File: config.mk
export PLATFORM = sky130hd
export DESIGN_NAME = mem16_ctrl
export DESIGN_NICKNAME = d
export VERILOG_FILES = /design/src/rtl/mem16_pkg.sv /design/src/rtl/mem16_bist_seq.sv /design/src/rtl/mem16_ctrl.sv
export SDC_FILE = /design/constraint.sdc
export NUM_CORES = 1
export LEC_CHECK = 0
export ABC_AREA = 1
export CORE_UTILIZATION = 55
export CTS_CLUSTER_DIAMETER = 150
export CTS_CLUSTER_SIZE = 20
export DETAILED_ROUTE_END_ITERATION = 12
export PLACE_DENSITY = 0.87
export SYNTH_ARGS = -nofsm -noshare
export SYNTH_HDL_FRONTEND = slang
export SYNTH_SLANG_ARGS = --single-unit
File: constraint.sdc
create_clock -name clk -period 2.51 [get_ports clk]
set_input_delay 0.502 -clock clk [delete_from_list [all_inputs] [get_ports clk]]
set_output_delay 0.502 -clock clk [all_outputs]
set_load 0.01 [all_outputs]
File: src/rtl/mem16_pkg.sv
// mem16_pkg: shared state/phase types and error-counter constants for mem16_ctrl
package mem16_pkg;
  localparam int ERRW = 5;
  localparam logic [ERRW-1:0] ERR_MAX = 5'd31;
  typedef enum logic [2:0] {IDLE, WSET, WSTB, WHLD, RSET, RSMP} state_t;
  typedef enum logic [1:0] {BW0, BR0, BW1, BR1} phase_t;
  function automatic logic inv_phase(input phase_t ph);
    return ph == BW1 || ph == BR1;
  endfunction
endpackage

File: src/rtl/mem16_bist_seq.sv
// mem16_bist_seq: march address/phase sequencer, expected-data generator and mismatch counter
module mem16_bist_seq
  import mem16_pkg::*;
#(
  parameter int AW = 4,
  parameter int DW = 4,
  parameter int BIST_INV = 1
) (
  input  logic            clk,
  input  logic            rst,
  input  logic            start,
  input  logic            step,
  input  logic            check,
  input  logic [DW-1:0]   pat,
  input  logic [DW-1:0]   y,
  output logic [AW-1:0]   addr_nx,
  output logic [DW-1:0]   exp_nx,
  output logic            last,
  output logic            more,
  output logic [ERRW-1:0] errs,
  output logic            fail,
  output logic [AW-1:0]   fail_ad
);
  logic [AW-1:0] addr;
  logic [DW-1:0] pat_q, pat_nx, exp_d;
  phase_t phase, phase_nx;
  logic mism;
  function automatic logic [DW-1:0] gen(input phase_t ph, input logic [DW-1:0] p, input logic [AW-1:0] a);
    return inv_phase(ph) ? ~(p ^ DW'(a)) : p ^ DW'(a);
  endfunction
  assign last = &addr;
  assign more = BIST_INV != 0 && phase == BR0;
  // Next-state values are exported so the top can register x/ad in lockstep with the counter.
  always_comb begin
    addr_nx = start ? '0 : step ? addr + AW'(1) : addr;
    phase_nx = start ? BW0 : (step && last) ? phase_t'(phase + 2'd1) : phase;
    pat_nx = start ? pat : pat_q;
    exp_nx = gen(phase_nx, pat_nx, addr_nx);
    exp_d = gen(phase, pat_q, addr);
    mism = check && y != exp_d;
  end
  always_ff @(posedge clk) begin
    if (rst) begin
      addr <= '0;
      phase <= BW0;
      pat_q <= '0;
      errs <= '0;
      fail <= 1'b0;
      fail_ad <= '0;
    end else begin
      addr <= addr_nx;
      phase <= phase_nx;
      pat_q <= pat_nx;
      if (start) begin
        errs <= '0;
        fail <= 1'b0;
        fail_ad <= '0;
      end else if (mism) begin
        errs <= errs == ERR_MAX ? errs : errs + ERRW'(1);
        fail <= 1'b1;
        fail_ad <= fail ? fail_ad : addr;
      end
    end
  end
endmodule

File: src/rtl/mem16_ctrl.sv
// mem16_ctrl: strobe-timing initiator for a 16x4 async-write memory with host access and march BIST
module mem16_ctrl
  import mem16_pkg::*;
#(
  parameter int AW = 4,
  parameter int DW = 4,
  parameter int BIST_INV = 1
) (
  input  logic            clk,
  input  logic            rst,
  input  logic            req,
  input  logic            req_we,
  input  logic [AW-1:0]   req_ad,
  input  logic [DW-1:0]   req_data,
  output logic            busy,
  output logic            done,
  output logic [DW-1:0]   rd_data,
  input  logic            bist_start,
  input  logic [DW-1:0]   bist_pat,
  output logic            bist_done,
  output logic            bist_fail,
  output logic [ERRW-1:0] bist_errs,
  output logic [AW-1:0]   fail_ad,
  output logic [DW-1:0]   x,
  output logic [AW-1:0]   ad,
  output logic            w,
  output logic            r,
  input  logic [DW-1:0]   y
);
  state_t state, state_nx;
  logic bist, bist_nx, start, step, check, fin, last, more;
  logic [AW-1:0] addr_nx;
  logic [DW-1:0] exp_nx;
  mem16_bist_seq #(.AW(AW), .DW(DW), .BIST_INV(BIST_INV)) u_seq (
    .clk(clk), .rst(rst), .start(start), .step(step), .check(check),
    .pat(bist_pat), .y(y), .addr_nx(addr_nx), .exp_nx(exp_nx), .last(last), .more(more),
    .errs(bist_errs), .fail(bist_fail), .fail_ad(fail_ad)
  );
  // BIST words chain back-to-back through the same write/read states without visiting IDLE.
  always_comb begin
    state_nx = state;
    bist_nx = bist;
    start = 1'b0;
    step = 1'b0;
    check = 1'b0;
    fin = 1'b0;
    case (state)
      IDLE: begin
        if (bist_start) begin
          start = 1'b1;
          bist_nx = 1'b1;
          state_nx = WSET;
        end else if (req) begin
          bist_nx = 1'b0;
          state_nx = req_we ? WSET : RSET;
        end
      end
      WSET: state_nx = WSTB;
      WSTB: state_nx = WHLD;
      WHLD: begin
        step = bist;
        state_nx = !bist ? IDLE : last ? RSET : WSET;
      end
      RSET: state_nx = RSMP;
      RSMP: begin
        step = bist;
        check = bist;
        fin = bist && last && !more;
        state_nx = !bist ? IDLE : !last ? RSET : more ? WSET : IDLE;
      end
      default: state_nx = IDLE;
    endcase
  end
  always_ff @(posedge clk) begin
    if (rst) begin
      state <= IDLE;
      bist <= 1'b0;
      busy <= 1'b0;
      done <= 1'b0;
      w <= 1'b0;
      r <= 1'b0;
      x <= '0;
      ad <= '0;
      rd_data <= '0;
      bist_done <= 1'b0;
    end else begin
      state <= state_nx;
      bist <= bist_nx;
      busy <= state_nx != IDLE;
      done <= !bist && (state == WHLD || state == RSMP);
      w <= state_nx == WSTB;
      r <= state_nx == RSET || state_nx == RSMP;
      ad <= bist_nx ? addr_nx : (state == IDLE && req) ? req_ad : ad;
      x <= bist_nx ? exp_nx : (state == IDLE && req && req_we) ? req_data : x;
      bist_done <= fin | (bist_done & ~start);
      if (!bist && state == RSMP) rd_data <= y;
    end
  end
endmodule

; ---- After elaboration in Yosys (flattened, before gate mapping)
; Cells that the tools add are included.
[word_totals]
reg_bits = 41
in_bits = 21
wordCells = 94
output_inout_bits = 27
[classes]
add_sub_neg = 3
muxes = 28
n_bitwise = 9
n_reduce_logical = 23
eq_ne = 15
[op_table]
columns = op, n
row1 = $mux 4, 9
row2 = $mux 3, 7
row3 = $pmux 3 s6, 1
row4 = $eq 3x3->1 const B, 4
row5 = $eq 3x2->1 const B, 3
row6 = $mux 1, 9
row7 = $eq 2x2->1 const B, 4
row8 = $logic_and 1x1->1, 8
row9 = $not 4->4, 2
row10 = $xor 4x4->4, 2
row11 = $add 5x1->5 const B, 1
row12 = $eq 5x5->1 const B, 1
row13 = $add 4x1->4 const B, 1
row14 = $logic_or 1x1->1, 4
row15 = $mux 2, 2
row16 = $ne 4x4->1, 1
row17 = $reduce_and 2->1, 2
row18 = $reduce_and 4->1, 1
row19 = $reduce_bool 2->1, 2
row20 = $reduce_or 2->1, 2
row21 = $eq 3x1->1 const B, 1
row22 = $logic_not 3->1, 1
row23 = $not 1->1, 3
row24 = $reduce_bool 3->1, 1
row25 = other kinds (5), 6

; ---- Longest topological paths before layout
[depth]
ltp_word = 10
depth_mapped = 13
mapped_depth_nobuf = 13

; ---- Modules after synthesis
; A second synthesis with hierarchy kept.
[hier_totals]
cells_unflattened = 349
area_unflattened_um2 = 2342.2
[by_module_without_submodules]
columns = module, n_inst, cells_per_inst, area_each_um2, seq_area_each_um2
row1 = mem16_bist_seq, 1, 201, 1288.7, 400.4
row2 = mem16_ctrl, 1, 148, 1053.5, 420.4

; ---- Least setup slack after synthesis
; Ideal clock, no wire load.
[synth_path]
kind = reg-to-reg
startpoint = reg u_seq.phase[0]
endpoint = reg u_seq.fail_ad[0]
required_time_ns = 2.440
setup_slack_ns = 0.830
n_path_buf = 1
stages_incl_launch_ff = 11
period_less_slack_ns = 1.680
setup_time_ns = 0.070
arrival_time_ns = 1.610
cell_sequence = dfxtp_1 -> inv_1 -> ha_1 -> nor2_4 -> xor2_1 -> xor2_1 -> nor2_1 -> nand2_1 -> buf_2 -> nand4_1 -> a21oi_1
[synth_via]
elab_chain_len = 6
elab_cells_between_ends = 7
cone_classes = eq/ne (3) / mux (1) / reduce/logical (3)
[synth_lines]
columns = item, line_no
row1 = from (decl), mem16_bist_seq.sv:26  ; phase_t phase, phase_nx;
row2 = from (signal assigned), mem16_bist_seq.sv:52  ; phase <= phase_nx;
row3 = $eq 2x2->1, mem16_pkg.sv:8  ; return ph == BW1 || ph == BR1;
row4 = $logic_or 1x1->1 *, mem16_pkg.sv:8
row5 = $mux 4 *, mem16_bist_seq.sv:29  ; return inv_phase(ph) ? ~(p ^ DW'(a)) : p ^ DW'(a);
row6 = $ne 4x4->1 *, mem16_bist_seq.sv:40  ; mism = check && y != exp_d;
row7 = $logic_and 1x1->1 *, mem16_bist_seq.sv:40
row8 = $reduce_and 2->1 (no line) *, n/a
row9 = to (signal assigned), mem16_bist_seq.sv:61  ; fail_ad <= fail ? fail_ad : addr;
row10 = to (decl), mem16_bist_seq.sv:22  ; output logic [AW-1:0] fail_ad
; Every way passes the cells marked *; elsewhere a longest branch is shown, timed or not.
; A chain may end at the register's enable or synchronous reset.

; ---- Final worst setup path
[layout_path]
startpoint = reg u_seq.phase[0]
endpoint = reg u_seq.errs[2]
[layout_via]
elab_chain_len = 6
elab_cells_between_ends = 7
cone_classes = eq/ne (3) / mux (1) / reduce/logical (3)
[layout_lines]
columns = item, line_no
row1 = $eq 2x2->1, mem16_pkg.sv:8
row2 = $logic_or 1x1->1 *, mem16_pkg.sv:8
row3 = $mux 4 *, mem16_bist_seq.sv:29
row4 = $ne 4x4->1 *, mem16_bist_seq.sv:40
row5 = $logic_and 1x1->1 *, mem16_bist_seq.sv:40
row6 = $reduce_and 2->1 (no line) *, n/a
row7 = to (signal assigned), mem16_bist_seq.sv:59  ; errs <= errs == ERR_MAX ? errs : errs + ERRW'(1);
row8 = to (decl), mem16_bist_seq.sv:20  ; output logic [ERRW-1:0] errs,
; Marked as above.

==> metrics <==
Hold Crit Depth=2; final instance area=0.002873 mm^2; mux contribution to synthesized area=0%; Worst Reg-to-Reg Cells=10; Post-Synth Simple-Gate Area=35.30%; first-pass GRT wire length=8873 um; pwr dens=653.0 mW/mm^2; Slew Limit Fails=0; Syn. warnings=0; Syn Area/Cell=7.305 um^2; dpl hpwl=3897 um; Leakage=1.201 nW; Die ar.=0.004378 mm^2; Int Power=1.271 mW; most frequent cells in the layout=nand2_1, clkdlybuf4s50_1, dfxtp_1; Hold/Removal Path Class=flop to flop; share of cells above drive strength 1=9.777%; Pre-antenna DRT Iters=4; reg2reg end=u_seq.errs[2]$_SDFFE_PP0P_; worst clock skew=0.006008 ns; top-level port count=48; Comb power frac=29.2%; net count after synthesis=337; max-cap violations=0; ranking of synthesized cells by area=dfxtp_1, nand2_1, nand3_1; Post-CTS Setup Inserts=0; P_sw=604.5 uW; reg2reg start=u_seq.phase[0]$_SDFF_PP0_; final net count=384; Post-Syn Area=0.002265 mm^2; area of the multi-input gates=0.001240 mm^2; Seq pwr share=41.4%; post-synthesis xor/xnor area fraction=6.188%; RSZ-0062 raised after global routing=no; gr ovfl total=0; Hold Path End=u_seq.fail_ad[2]$_SDFFE_PP0P_; hold_sp=u_seq.fail_ad[2]$_SDFFE_PP0P_; DR vias=2,189; Post-CTS Resized=0; area grow syn2layout=26.85%; TritonCTS clock tree=done; Final ANT Viol Nets=0; GR Util All Layers=26.69%; Worst IR Drop VDD=0.4618 mV; Die W=66.17 um; post-synth cell types=30; status=completed; Die Ht=66.17 um; Finish-stage setup viols=0; CP required=2.68 ns; compound-gate portion of the synthesized area=9.945%; Hold Fails Final Rpt=0; Yosys top cell by area=dfxtp_1; final WL=5220 um; Clock Power Share=29.4%; max frequency=0.4993 GHz; most common cell after layout, fill and taps aside=nand2_1; worst skew pair latency=0.30 ns; Diodes inserted=0; port bufs=47; Post-DP Area=0.002756 mm^2; Core Footprint=0.003799 mm^2; share of the synthesized area in the top cell type=36.24%; total area of sequential cells=820.8 um^2; clk root buf=clkbuf_8; Starting Density=59.62%; Mapped Cells=310; Worst-Margin Slew=0.4359 ns; CTS Buf Count=5; Post-Synth Adder-Cell Area=3.315%; hold buffer count at CTS=0; crit share post-route=79.79%; fin crit period=2.003 ns; crit-path max FO=6; #FFs+latches synth=41; sequential area share after synthesis=36.24%; DR vias/cell=5.392; Longest Clk Path Bufs=2; Iter 0 DRT Violations=102; register-to-register setup slack=0.51 ns; Final Wtd Congestion=0.8478; arrival time worst endpoint=2.17 ns; number of global-route vias before repair=1,981; Switching Share=32.23%; crit path kind=flop to flop; WL/cell=12.86 um; # DRC=0; CTS clk-pin slew, worst paths=0.07 ns; clk sinks=41; initial antenna violation count=0; largest net degree at the start of global routing=18; critical path startpoint category=flop; Slew headroom=70.91%; # H-tree levels=2; fillers=302; main combinational cell family by area after synthesis=simple AND/OR/NAND/NOR gates; Crit. End Element=flop; Core Rows=22; setup tns final=0 ns
-- flip-flops by register name, indices dropped and copies added (netlist names), 2 cells and up --
name	flops
rd_data	4
u_seq.fail_ad	4
state	3
u_seq.errs	5
u_seq.phase	2
u_seq.addr	4
x	4
ad	4
u_seq.pat_q	4
-- critical path, stage by stage, from the launching register on --
cell and delay (ns):
dfxtp_1 0.40, inv_1 0.08, ha_1 0.23, nor2_4 0.15, xor2_1 0.22, xor2_1 0.17, nor2_1 0.06, nand2_1 0.16
nand3_1 0.22, nand2_1 0.12, a21oi_1 0.06
-- per-stage QoR --
step / hold WS, ns / util [%] / cells / total power [mW] / setup slack (ns)
6_report: 0.4655 / 75.63 / 406 / 1.876 / 0.5072
5_1_grt: 0.4743 / 75.63 / 406 / 1.979 / 0.3547
4_1_cts: 0.4693 / 75.63 / 406 / 1.876 / 0.4987
3_5_place_dp: 0.4569 / 72.56 / 398 / 1.330 / 0.2730
3_3_place_gp: 0.4497 / 72.56 / 398 / 1.320 / 0.3393
2_1_floorplan: 0.4730 / - / 310 / 1.153 / 0.8303
-- worst max-delay path by stage --
stage	to	slack (ns)	start	cells past startpoint
floorplan	u_seq.fail_ad[0]$_SDFFE_PP0P_	0.83	u_seq.phase[0]$_SDFF_PP0_	10
global placement	x[1]$_SDFFE_PP0P_	0.34	bist_start	11
detailed placement	x[1]$_SDFFE_PP0P_	0.27	bist_start	11
CTS	u_seq.errs[0]$_SDFFE_PP0P_	0.50	u_seq.phase[0]$_SDFF_PP0_	10
global route	u_seq.errs[1]$_SDFFE_PP0P_	0.35	u_seq.phase[0]$_SDFF_PP0_	10
finish	u_seq.errs[2]$_SDFFE_PP0P_	0.51	u_seq.phase[0]$_SDFF_PP0_	10
-- power by group through the flow --
stage                     sequential, mW  clock (mW)  combinational (mW)
after detailed placement           0.790           0               0.540
after global routing               0.787       0.583               0.609
after floorplan                    0.793           0               0.360
final                              0.777       0.551               0.547
after global placement             0.791           0               0.528
after CTS                          0.776       0.553               0.546
-- per-layer routing --
layer / part of all wire, % / vias to the layer above / wire length (um) / global-route usage [%]
li1: - / 1104 / - / -
met1: 43 / 1007 / 2239 / 31.77
met2: 50 / 68 / 2631 / 47.07
met3: 5.0 / 10 / 260 / 5.172
met4: 1.7 / 0 / 89 / 9.840
met5: 0 / - / 0 / 0
-- cells in the mapped netlist (all sizes together) --
cell	instances
a31oi	1
a32o	1
a32oi	1
inv	36
nand4	16
dfxtp	41
nor2	38
nor3	3
a21oi	21
ha	6
o22ai	1
xnor2	5
nand2	68
xor2	11
buf	8
o21ai	17
clkbuf	3
or2	1
nand3	32
-- cell type report --
| class | instances | area share (%) |
|---|---|---|
| Tap cell | 48 | 2.091 |
| Sequential cell | 41 | 28.57 |
| Clock buffer | 7 | 3.005 |
| Inverter | 36 | 4.704 |
| Clock inverter | 1 | 1.045 |
| Timing Repair Buffer | 51 | 17.42 |
| Multi-Input combinational cell | 222 | 43.16 |
-- kinds of logic after synthesis --
group,count (synthesis)
compound gates,42
xor+xnor,16
fa+ha+maj,6
buf+inv,47
flops,41
simple gates,158
No activity file was read; power rests on OpenSTA's default activity.
